--- config.mk ---
export PLATFORM = sky130hd
export DESIGN_NAME = sram_arb_ctrl
export DESIGN_NICKNAME = d
export VERILOG_FILES = /design/src/rtl/sram_arb_ctrl_pkg.sv /design/src/rtl/rr_arb2.sv /design/src/rtl/sram_arb_ctrl.sv
export SDC_FILE = /design/constraint.sdc
export NUM_CORES = 1
export LEC_CHECK = 0
export BUFFER_PORTS_ARGS = -buffer_cell sky130_fd_sc_hd__buf_2
export CORE_ASPECT_RATIO = 0.9
export CORE_MARGIN = 2
export CORE_UTILIZATION = 40
export DETAILED_ROUTE_END_ITERATION = 8
export GPL_TIMING_DRIVEN = 1
export PLACE_DENSITY = 0.68
export SLEW_MARGIN = 20
export SYNTH_ARGS = -nofsm -noshare
export SYNTH_HDL_FRONTEND = slang
export SYNTH_SLANG_ARGS = --single-unit
--- constraint.sdc ---
create_clock -name clk -period 1.9 [get_ports clk]
set_input_delay 0.095 -clock clk [delete_from_list [all_inputs] [get_ports clk]]
set_output_delay 0.095 -clock clk [all_outputs]
set_load 0.02 [all_outputs]
--- src/rtl/sram_arb_ctrl_pkg.sv ---
// Shared types and constants for the two-port SRAM controller.
// States, port identifiers and data widths.
package sram_arb_ctrl_pkg;

  typedef enum logic [2:0] {
    IDLE,
    RD_LO,
    RD_HI,
    WR_LO_P,
    WR_LO_R,
    WR_HI_P,
    WR_HI_R,
    RESP
  } state_t;

  localparam logic M0 = 1'b0;
  localparam logic M1 = 1'b1;

  localparam int DW  = 32;
  localparam int HW  = 16;
  localparam int BEW = 4;

endpackage

--- src/rtl/rr_arb2.sv ---
// Two-way round-robin arbiter.
// On contention the port that did not win last time is granted.
module rr_arb2 (
  input  logic       clk,
  input  logic       rst,
  input  logic [1:0] req,
  input  logic       advance,
  output logic [1:0] grant,
  output logic       last_grant
);

  always_comb begin
    grant = req;
    if (req == 2'b11)
      grant = last_grant ? 2'b01 : 2'b10;
  end

  // Reset to port 1 so port 0 wins the first contention
  always_ff @(posedge clk) begin
    if (rst)
      last_grant <= 1'b1;
    else if (advance && (|req))
      last_grant <= grant[1];
  end

endmodule

--- src/rtl/sram_arb_ctrl.sv ---
// Async 16-bit SRAM sequencer shared by two 32-bit requesters.
// Each word access is split into two half-word SRAM cycles.
module sram_arb_ctrl
  import sram_arb_ctrl_pkg::*;
#(
  parameter int SRAM_AW = 18,
  parameter int BUS_AW  = 20
) (
  input  logic               clk,
  input  logic               rst,
  input  logic               m0_req,
  input  logic               m0_write,
  input  logic [BUS_AW-1:0]  m0_addr,
  input  logic [DW-1:0]      m0_wdata,
  input  logic [BEW-1:0]     m0_byte_en,
  output logic               m0_ready,
  output logic [DW-1:0]      m0_rdata,
  input  logic               m1_req,
  input  logic               m1_write,
  input  logic [BUS_AW-1:0]  m1_addr,
  input  logic [DW-1:0]      m1_wdata,
  input  logic [BEW-1:0]     m1_byte_en,
  output logic               m1_ready,
  output logic [DW-1:0]      m1_rdata,
  output logic               sram_ce_n,
  output logic               sram_oe_n,
  output logic               sram_we_n,
  output logic [1:0]         sram_be_n,
  output logic [SRAM_AW-1:0] sram_addr,
  output logic [HW-1:0]      sram_dq_out,
  output logic               sram_dq_oe,
  input  logic [HW-1:0]      sram_dq_in
);

  localparam int WAW = SRAM_AW - 1;

  state_t state, nstate;

  logic [1:0]        req, grant;
  logic              advance, last_grant;
  logic              g_sel, g_write;
  logic [BUS_AW-1:0] g_addr;
  logic [DW-1:0]     g_wdata;
  logic [BEW-1:0]    g_be;

  logic [WAW-1:0] lat_addr, cur_addr;
  logic [DW-1:0]  lat_wdata, cur_wdata;
  logic [BEW-1:0] lat_be, cur_be;
  logic           lat_port, cur_port;
  logic [HW-1:0]  rd_lo;

  logic               hi, is_rd, is_wr, is_wp;
  logic               ce_d, oe_d, we_d, dqoe_d;
  logic [1:0]         be_d;
  logic [SRAM_AW-1:0] addr_d;
  logic [HW-1:0]      dq_d;
  logic               unused;

  assign req = {m1_req, m0_req};

  rr_arb2 u_arb (
    .clk       (clk),
    .rst       (rst),
    .req       (req),
    .advance   (advance),
    .grant     (grant),
    .last_grant(last_grant)
  );

  assign g_sel   = grant[1];
  assign g_write = g_sel ? m1_write   : m0_write;
  assign g_addr  = g_sel ? m1_addr    : m0_addr;
  assign g_wdata = g_sel ? m1_wdata   : m0_wdata;
  assign g_be    = g_sel ? m1_byte_en : m0_byte_en;

  assign unused = ^{g_addr[BUS_AW-1:SRAM_AW+1], g_addr[1:0]};

  always_comb begin
    nstate    = state;
    advance   = 1'b0;
    cur_addr  = lat_addr;
    cur_wdata = lat_wdata;
    cur_be    = lat_be;
    cur_port  = lat_port;
    unique case (state)
      IDLE: begin
        if (|req) begin
          advance   = 1'b1;
          cur_addr  = g_addr[SRAM_AW:2];
          cur_wdata = g_wdata;
          cur_be    = g_be;
          cur_port  = g_sel;
          if (!g_write)
            nstate = RD_LO;
          else if (|g_be[1:0])
            nstate = WR_LO_P;
          else if (|g_be[3:2])
            nstate = WR_HI_P;
          else
            nstate = RESP;
        end
      end
      RD_LO:   nstate = RD_HI;
      RD_HI:   nstate = RESP;
      WR_LO_P: nstate = WR_LO_R;
      WR_LO_R: nstate = (|lat_be[3:2]) ? WR_HI_P : RESP;
      WR_HI_P: nstate = WR_HI_R;
      WR_HI_R: nstate = RESP;
      RESP:    nstate = IDLE;
      default: nstate = IDLE;
    endcase
  end

  // Pin values are computed for the upcoming state and registered
  always_comb begin
    hi = (nstate == RD_HI) || (nstate == WR_HI_P) ||
         (nstate == WR_HI_R);
    is_rd = (nstate == RD_LO) || (nstate == RD_HI);
    is_wp = (nstate == WR_LO_P) || (nstate == WR_HI_P);
    is_wr = is_wp || (nstate == WR_LO_R) ||
            (nstate == WR_HI_R);
    ce_d   = 1'b1;
    oe_d   = 1'b1;
    we_d   = 1'b1;
    be_d   = 2'b11;
    addr_d = sram_addr;
    dq_d   = sram_dq_out;
    dqoe_d = 1'b0;
    unique case (1'b1)
      is_rd: begin
        ce_d   = 1'b0;
        oe_d   = 1'b0;
        be_d   = 2'b00;
        addr_d = {cur_addr, hi};
      end
      is_wr: begin
        ce_d   = 1'b0;
        we_d   = !is_wp;
        dqoe_d = 1'b1;
        addr_d = {cur_addr, hi};
        dq_d   = hi ? cur_wdata[31:16] : cur_wdata[15:0];
        be_d   = hi ? ~cur_be[3:2] : ~cur_be[1:0];
      end
      default: ;
    endcase
  end

  always_ff @(posedge clk) begin
    if (rst) begin
      state       <= IDLE;
      lat_addr    <= '0;
      lat_wdata   <= '0;
      lat_be      <= '0;
      lat_port    <= M0;
      rd_lo       <= '0;
      sram_ce_n   <= 1'b1;
      sram_oe_n   <= 1'b1;
      sram_we_n   <= 1'b1;
      sram_be_n   <= 2'b11;
      sram_addr   <= '0;
      sram_dq_out <= '0;
      sram_dq_oe  <= 1'b0;
      m0_ready    <= 1'b0;
      m1_ready    <= 1'b0;
      m0_rdata    <= '0;
      m1_rdata    <= '0;
    end else begin
      state <= nstate;
      if (advance) begin
        lat_addr  <= cur_addr;
        lat_wdata <= cur_wdata;
        lat_be    <= cur_be;
        lat_port  <= cur_port;
      end
      sram_ce_n   <= ce_d;
      sram_oe_n   <= oe_d;
      sram_we_n   <= we_d;
      sram_be_n   <= be_d;
      sram_addr   <= addr_d;
      sram_dq_out <= dq_d;
      sram_dq_oe  <= dqoe_d;
      m0_ready <= (nstate == RESP) && (cur_port == M0);
      m1_ready <= (nstate == RESP) && (cur_port == M1);
      if (state == RD_LO)
        rd_lo <= sram_dq_in;
      if (state == RD_HI) begin
        if (lat_port == M0)
          m0_rdata <= {sram_dq_in, rd_lo};
        else
          m1_rdata <= {sram_dq_in, rd_lo};
      end
    end
  end

endmodule

==> results of run 1 <==
[repair_timing]
action                                  CTS  global route
endpoints found under the setup margin   40            72
hold buffers                             17             0
hold endpoints to repair                 49             0
buffers inserted                         17             4
resized for setup                        28            87
gates cloned                              4             7
pin swaps                                 4            22
[per-layer routing]
metal / up-vias / routed length, µm
met4: 0 / 532
met2: 211 / 10300
met3: 39 / 1290
met1: 3203 / 9590
li1: 3391 / -
met5: - / 0
[worst max path at each step]
stage               startpoint  slack [ns]  depth (start not counted)              end
floorplan             state[2]       -0.08                          8   sram_dq_out[1]
global placement      state[1]       -0.15                          9    sram_addr[13]
detailed placement    state[2]       -0.21                          8    sram_addr[13]
CTS                   state[1]       -0.17                          9    sram_addr[12]
global route          state[1]       -0.27                         10   sram_dq_out[2]
finish                state[1]       -0.22                         10  sram_dq_out[11]
[power groups by stage]
stage               registers [mW]  clock network [mW]  logic (mW)
floorplan                     5.27                   0        2.30
global placement              4.85                   0        4.03
detailed placement            4.84                   0        4.12
CTS                           4.79                3.93        4.87
global route                  4.87                4.11        6.26
finish                        4.81                3.89        5.85
[cells in the final DEF (no fill, tap or decap), types with 17 or more instances in the layout]
cell,Yosys,final
nand2_1,174,155
buf_2,14,232
buf_4,3,40
nor2_1,130,129
a21oi_1,104,103
mux2i_1,66,64
o21ai_2,0,25
clkbuf_16,0,24
dlygate4sd3_1,0,17
dfxtp_1,180,175
[cells in the mapped netlist (2+ instances only)]
cell type	instances	area, µm²
nor3b_1	2	15.0
o221a_1	16	180
a22oi_1	2	15.0
clkbuf_1	39	146
a31oi_1	2	12.5
and3_1	2	12.5
buf_6	3	33.8
o21ai_0	28	140
nor2_1	130	488
a21oi_1	104	521
o311ai_1	2	17.5
nand2_1	174	653
buf_1	4	15.0
xnor2_1	2	17.5
nand2b_1	2	12.5
dfxtp_1	180	3600
or3_1	2	12.5
or2_2	2	12.5
buf_2	14	70.1
a211oi_1	18	135
o21ai_1	7	35.0
mux2i_1	66	661
inv_1	3	11.3
o211ai_1	2	15.0
and2_1	5	31.3
buf_4	3	22.5
[critical path: cells and delay by family (launching register included)]
family,cells,cell delay [ns]
AND/OR/NAND/NOR,1,0.07
flip-flops,1,0.38
XOR/XNOR,2,0.37
buffers and inverters,4,0.57
AO/OA/AOI/OAI,3,0.62
[cell type report]
| cell class | instances | area, µm² | share of cell area (%) |
|---|---|---|---|
| clock buffers | 18 | 439 | 4.16 |
| clock inverters | 14 | 211 | 2.00 |
| inverters | 3 | 11.3 | 0.107 |
| multi-input cells | 589 | 3670 | 34.7 |
| flip-flops and latches | 180 | 3610 | 34.2 |
| well taps | 240 | 300 | 2.84 |
| repair buffers | 324 | 2310 | 21.9 |
[sequential cells by signal (all words and copies together), names as in the netlist, 4 cells and up]
name,count
lat_addr,17
lat_be,4
lat_wdata,32
m0_rdata,32
m1_rdata,32
rd_lo,16
sram_addr,18
sram_dq_out,16
[logic make-up after synthesis]
kind of cell              count (synthesis)
AOI/OAI and AO/OA                       193
xor gates and xnor gates                  4
buffers and inverters                    66
DFF                                     180
muxes                                    67
and+or+nand+nor                         325
[metrics by stage]
stage               cell area [µm²]  hold slack (ns)  cells  power [mW]  utilization, %
global route                  10600           0.0670   1368        15.2            60.1
detailed placement             8880            0.369   1288        8.96            50.6
finish                        10600           0.0358   1368        14.5            60.1
global placement               8880            0.365   1288        8.89            50.6
CTS                           10000           0.0146   1358        13.6            57.2
floorplan                      7260            0.191    835        7.57               -
==> flow_summary.ini, run 1 <==
[yosys]
ys_types = 47
ys_ff_latch = 180
synthXorXnorAreaFrac_pct = 0.754
synthAdderAreaFrac_pct = 0
synth_edf_count = 0
synth-compound-area-share_pct = 16.9
synthFlopType = dfxtp_1
yosys.area_share.simple_pct = 18.2
yosysSeqAreaShare_pct = 50.5
synth.avg_cell_area_um2 = 8.54
synth_warnings = 0
synthesis.nets = 969
yosys-mux-area-fraction_pct = 9.47
synth_top_family_by_area = simple AND/OR/NAND/NOR gates
syn_inst = 835
synthArstFlopShare_pct = 0
synthesis.area_um2 = 7130

[die]
dieWidth_um = 145
io_pins = 240
core-area_um2 = 17600
rows = 46
die_height_um = 131
fp.dieArea_um2 = 18900
start_util_pct = 40.6

[grt]
grt_remaining_overflow = 0
use_met2_pct = 34.7
use_met1_pct = 27.2
gr-usage-met3_pct = 5.54
gr-usage-all-layers_pct = 21.1
grt_max_degree = 84
grt_pass1_vias = 6366
antenna_found_initial = 0
grt_pass1_wl_mm = 31.5
top_usage_layer = met2

[critical_path]
crit_chain = buf_6 > xor2_4 > nor2_2 > a311o_1 > buf_6 > xnor2_4 > buf_12 > clkbuf_16 > o21ai_2 > o221a_1
slowest_delay_ns = 0.38
critical-path-slowest-cell = dfxtp_4
rr_worst_depth = 10
worstSetupStartpointType = flop
cp.arrival_ns = 2.44
regToRegSetupSlack_ns = -0.22
r2r-end = sram_dq_out[11]
r2r_start = state[1]
cp-end-kind = flop
crit_path_frequent_cell = buf_6
crit_type = flop to flop
worst-path-max-fanout = 6
cp.required_ns = 2.22

[power]
power_density_nw_per_um2 = 1380
comb_power_share_pct = 40.2
p_sw_mw = 5.08
ir_drop_uv = 781
power_frac_clock_pct = 26.8
p_sw_share_pct = 34.9
leakage_nw = 4.85
seqPwrFrac_pct = 33.1
p_int_mw = 9.47

[min_path]
hold_start = m1_wdata[4]
hold_path_end = lat_wdata[4]
worstHoldPathType = input pin to flop
hold_path_depth = 5

[drt]
first_iter_violations = 350
vias_per_cell = 5.00
drc = 0
drt-pass1-iter-count = 6
wl_per_cell_um = 15.9
ant_nets = 0
routed-via-count = 6844
wl_mm = 21.7

[timing]
worst_pin_slew_ns = 0.460
tns_ns = -7.95
slew_violations = 0
max_freq_mhz = 472
slew_headroom_pct = 69.4
min_period_over_period_pct = 112
fin_skew_ns = 0.0126
final_hold_viol_count = 0
rsz0062_at_grt = true
setup_viol = 53
worst_slack_ns = -0.219
min_period_ns = 2.12

[final_layout]
area.growth.synth_to_final_pct = 48.0
fin_nets = 1249
drive_gt1_share_pct = 38.1
diodes = 0
n_fill_cell = 1514

[clocking]
clock-sinks = 180
clk_pin_slew_worst_paths_ns = 0.08
cts_made_buffers = 17
clock_latency_ns = 0.44
cts_root_buffer = clkbuf_16
htreeDepth = 4
clockBufferDepth = 2
tritoncts = done

[run_status]
status = complete, but fails checks
violations = setup timing

[run]
maxCapViolCount = 0

[placed_design]
dp_hpwl_mm = 13.4
numPortBuffers = 233
dp_slack_ns = -0.211
routabilityCongestion = 0.833
Note: power is estimated with default switching activity, not from simulation.
==> run 2, diff against run 1 <==
--- a/config.mk
+++ b/config.mk
@@ -9,8 +9,8 @@
 export CORE_ASPECT_RATIO = 0.9
 export CORE_MARGIN = 2
-export CORE_UTILIZATION = 40
+export CORE_UTILIZATION = 45
 export DETAILED_ROUTE_END_ITERATION = 8
 export GPL_TIMING_DRIVEN = 1
-export PLACE_DENSITY = 0.68
+export PLACE_DENSITY = 0.75
 export SLEW_MARGIN = 20
 export SYNTH_ARGS = -nofsm -noshare
==> constraint.sdc (replaced) <==
create_clock -name clk -period 1.9 [get_ports clk]
set_input_delay 0.19 -clock clk [delete_from_list [all_inputs] [get_ports clk]]
set_output_delay 0.19 -clock clk [all_outputs]
set_load 0.02 [all_outputs]
==> run 2 against run 1 <==
The run still ends with setup timing left; combinational power decreased by 21%; non-clock buffer count down 33; die area decreased by 11%; setup slack improved by 0.010 ns; global-route usage up 1.5 points; clock skew fell by 0.0043 ns; cell count fell by 5.2%; largest power group is now registers; clock power fell by 8.7%; first-iteration DRC count grew 21%; critical path type unchanged; via count is 2.7% lower; final area down 8.0%; maximum frequency up 0.47%.
==> flow_summary.ini, run 2 (synthesis gave the netlist of run 1 again) <==
[run_status]
status = complete, but fails checks
violations = setup timing

[final_layout]
n_fill_cell = 1324
fin_util_pct = 62.9
diodes = 0
regArea_um2 = 3610
final_cell_mix = buf_2 (232), dfxtp_1 (176), nand2_1 (166)
multiInputGateArea_um2 = 3370
area.growth.synth_to_final_pct = 36.1
reg_top3 = lat_wdata (32), m0_rdata (32), m1_rdata (32)
mostFrequentLayoutCell = buf_2
fin_nets = 1216
drive_gt1_share_pct = 32.7

[die]
dieWidth_um = 137
core-area_um2 = 15400
die_height_um = 123
fp.dieArea_um2 = 16900
io_pins = 240
rows = 43
start_util_pct = 46.2

[power]
power.total_mw = 13.0
power_density_nw_per_um2 = 1340
ir_drop_uv = 707
leakage_nw = 4.50

[critical_path]
cp.arrival_ns = 2.43
cp.required_ns = 2.22
crit_type = flop to flop
worstSetupStartpointType = flop
cp-end-kind = flop
worst-path-max-fanout = 11

[timing]
slew_headroom_pct = 70.6
tns_ns = -5.74
min_period_over_period_pct = 111
max_freq_mhz = 474
worst_pin_slew_ns = 0.441
setup_viol = 45
worst_slack_ns = -0.209
slew_violations = 0
fin_skew_ns = 0.00833
final_hold_viol_count = 0
min_period_ns = 2.11
rsz0062_at_grt = true

[drt]
first_iter_violations = 424
wl_per_cell_um = 14.9
drc = 0
drt-pass1-iter-count = 5
ant_nets = 0
wl_mm = 19.4
vias_per_cell = 5.13
routed-via-count = 6656

[grt]
grt_remaining_overflow = 0
grt_max_degree = 83
grt_pass1_vias = 6028
antenna_found_initial = 0
gr-usage-all-layers_pct = 22.6
grt_pass1_wl_mm = 29.8

[clocking]
cts_made_buffers = 17
htreeDepth = 4
clockBufferDepth = 2
cts_root_buffer = clkbuf_16
clock_latency_ns = 0.43
clock-sinks = 180
clk_pin_slew_worst_paths_ns = 0.07
tritoncts = done

[placed_design]
dp_hpwl_mm = 13.1
numPortBuffers = 233
routabilityCongestion = 0.854
dp_slack_ns = -0.337

[run]
maxCapViolCount = 0

[min_path]
worstHoldPathType = input pin to flop
run 2: final timing paths:
check,startpoint,to,slack (ns),depth (start not counted)
min reg2reg,sram_addr[8],sram_addr[8],0.45,2
max reg2reg,state[1],sram_addr[3],-0.21,8
min,sram_dq_in[4],m1_rdata[20],0.02,3
max,state[1],sram_addr[3],-0.21,8
run 2: routing by layer:
| metal | vias up | wire length [µm] | share of wire [%] | global-route usage (%) |
|---|---|---|---|---|
| met5 | - | 0 | 0 | 0 |
| met4 | 0 | 270 | 1.4 | 7.36 |
| met3 | 22 | 1400 | 7.2 | 6.11 |
| met2 | 228 | 9300 | 48 | 36.7 |
| met1 | 3086 | 8420 | 43 | 29.2 |
| li1 | 3320 | - | - | - |
run 2: repair_timing:
item                       in CTS  in global routing
hold buffers                    1                  0
setup endpoints to repair      55                 54
resized for setup               9                 26
pin swaps                       3                  2
hold endpoints to repair        2                  0
setup buffers                   4                  1
gates cloned                    2                  2
run 2: cell type report:
cell class	instances	area share [%]
timing repair buffer	291	19.2
tap	202	2.60
inverter	3	0.116
clock buffer	17	4.38
sequential	180	37.2
clock inverter	15	1.77
multi-input combinational	589	34.8
run 2: critical path, cell delays in order (launching register included):
cell and delay, ns:
dfxtp_4 0.38, nor4b_4 0.31, nor2_2 0.09, a311o_1 0.42
buf_4 0.18, mux2_4 0.32, clkbuf_16 0.18, nand2_1 0.05
o21ai_1 0.06
run 2: through the flow:
step	hold slack, ns	std cells	area [µm²]
global placement	0.433	1256	8890
floorplan	0.286	835	7260
detailed placement	0.437	1256	8890
global route	0.0206	1297	9710
CTS	0.00643	1295	9620
finish	0.0219	1297	9710
run 2: power by group:
group	total, mW	internal (mW)	switching (mW)
sequential	4.80	4.44	0.353
combinational	4.64	2.03	2.61
clock	3.55	1.97	1.58
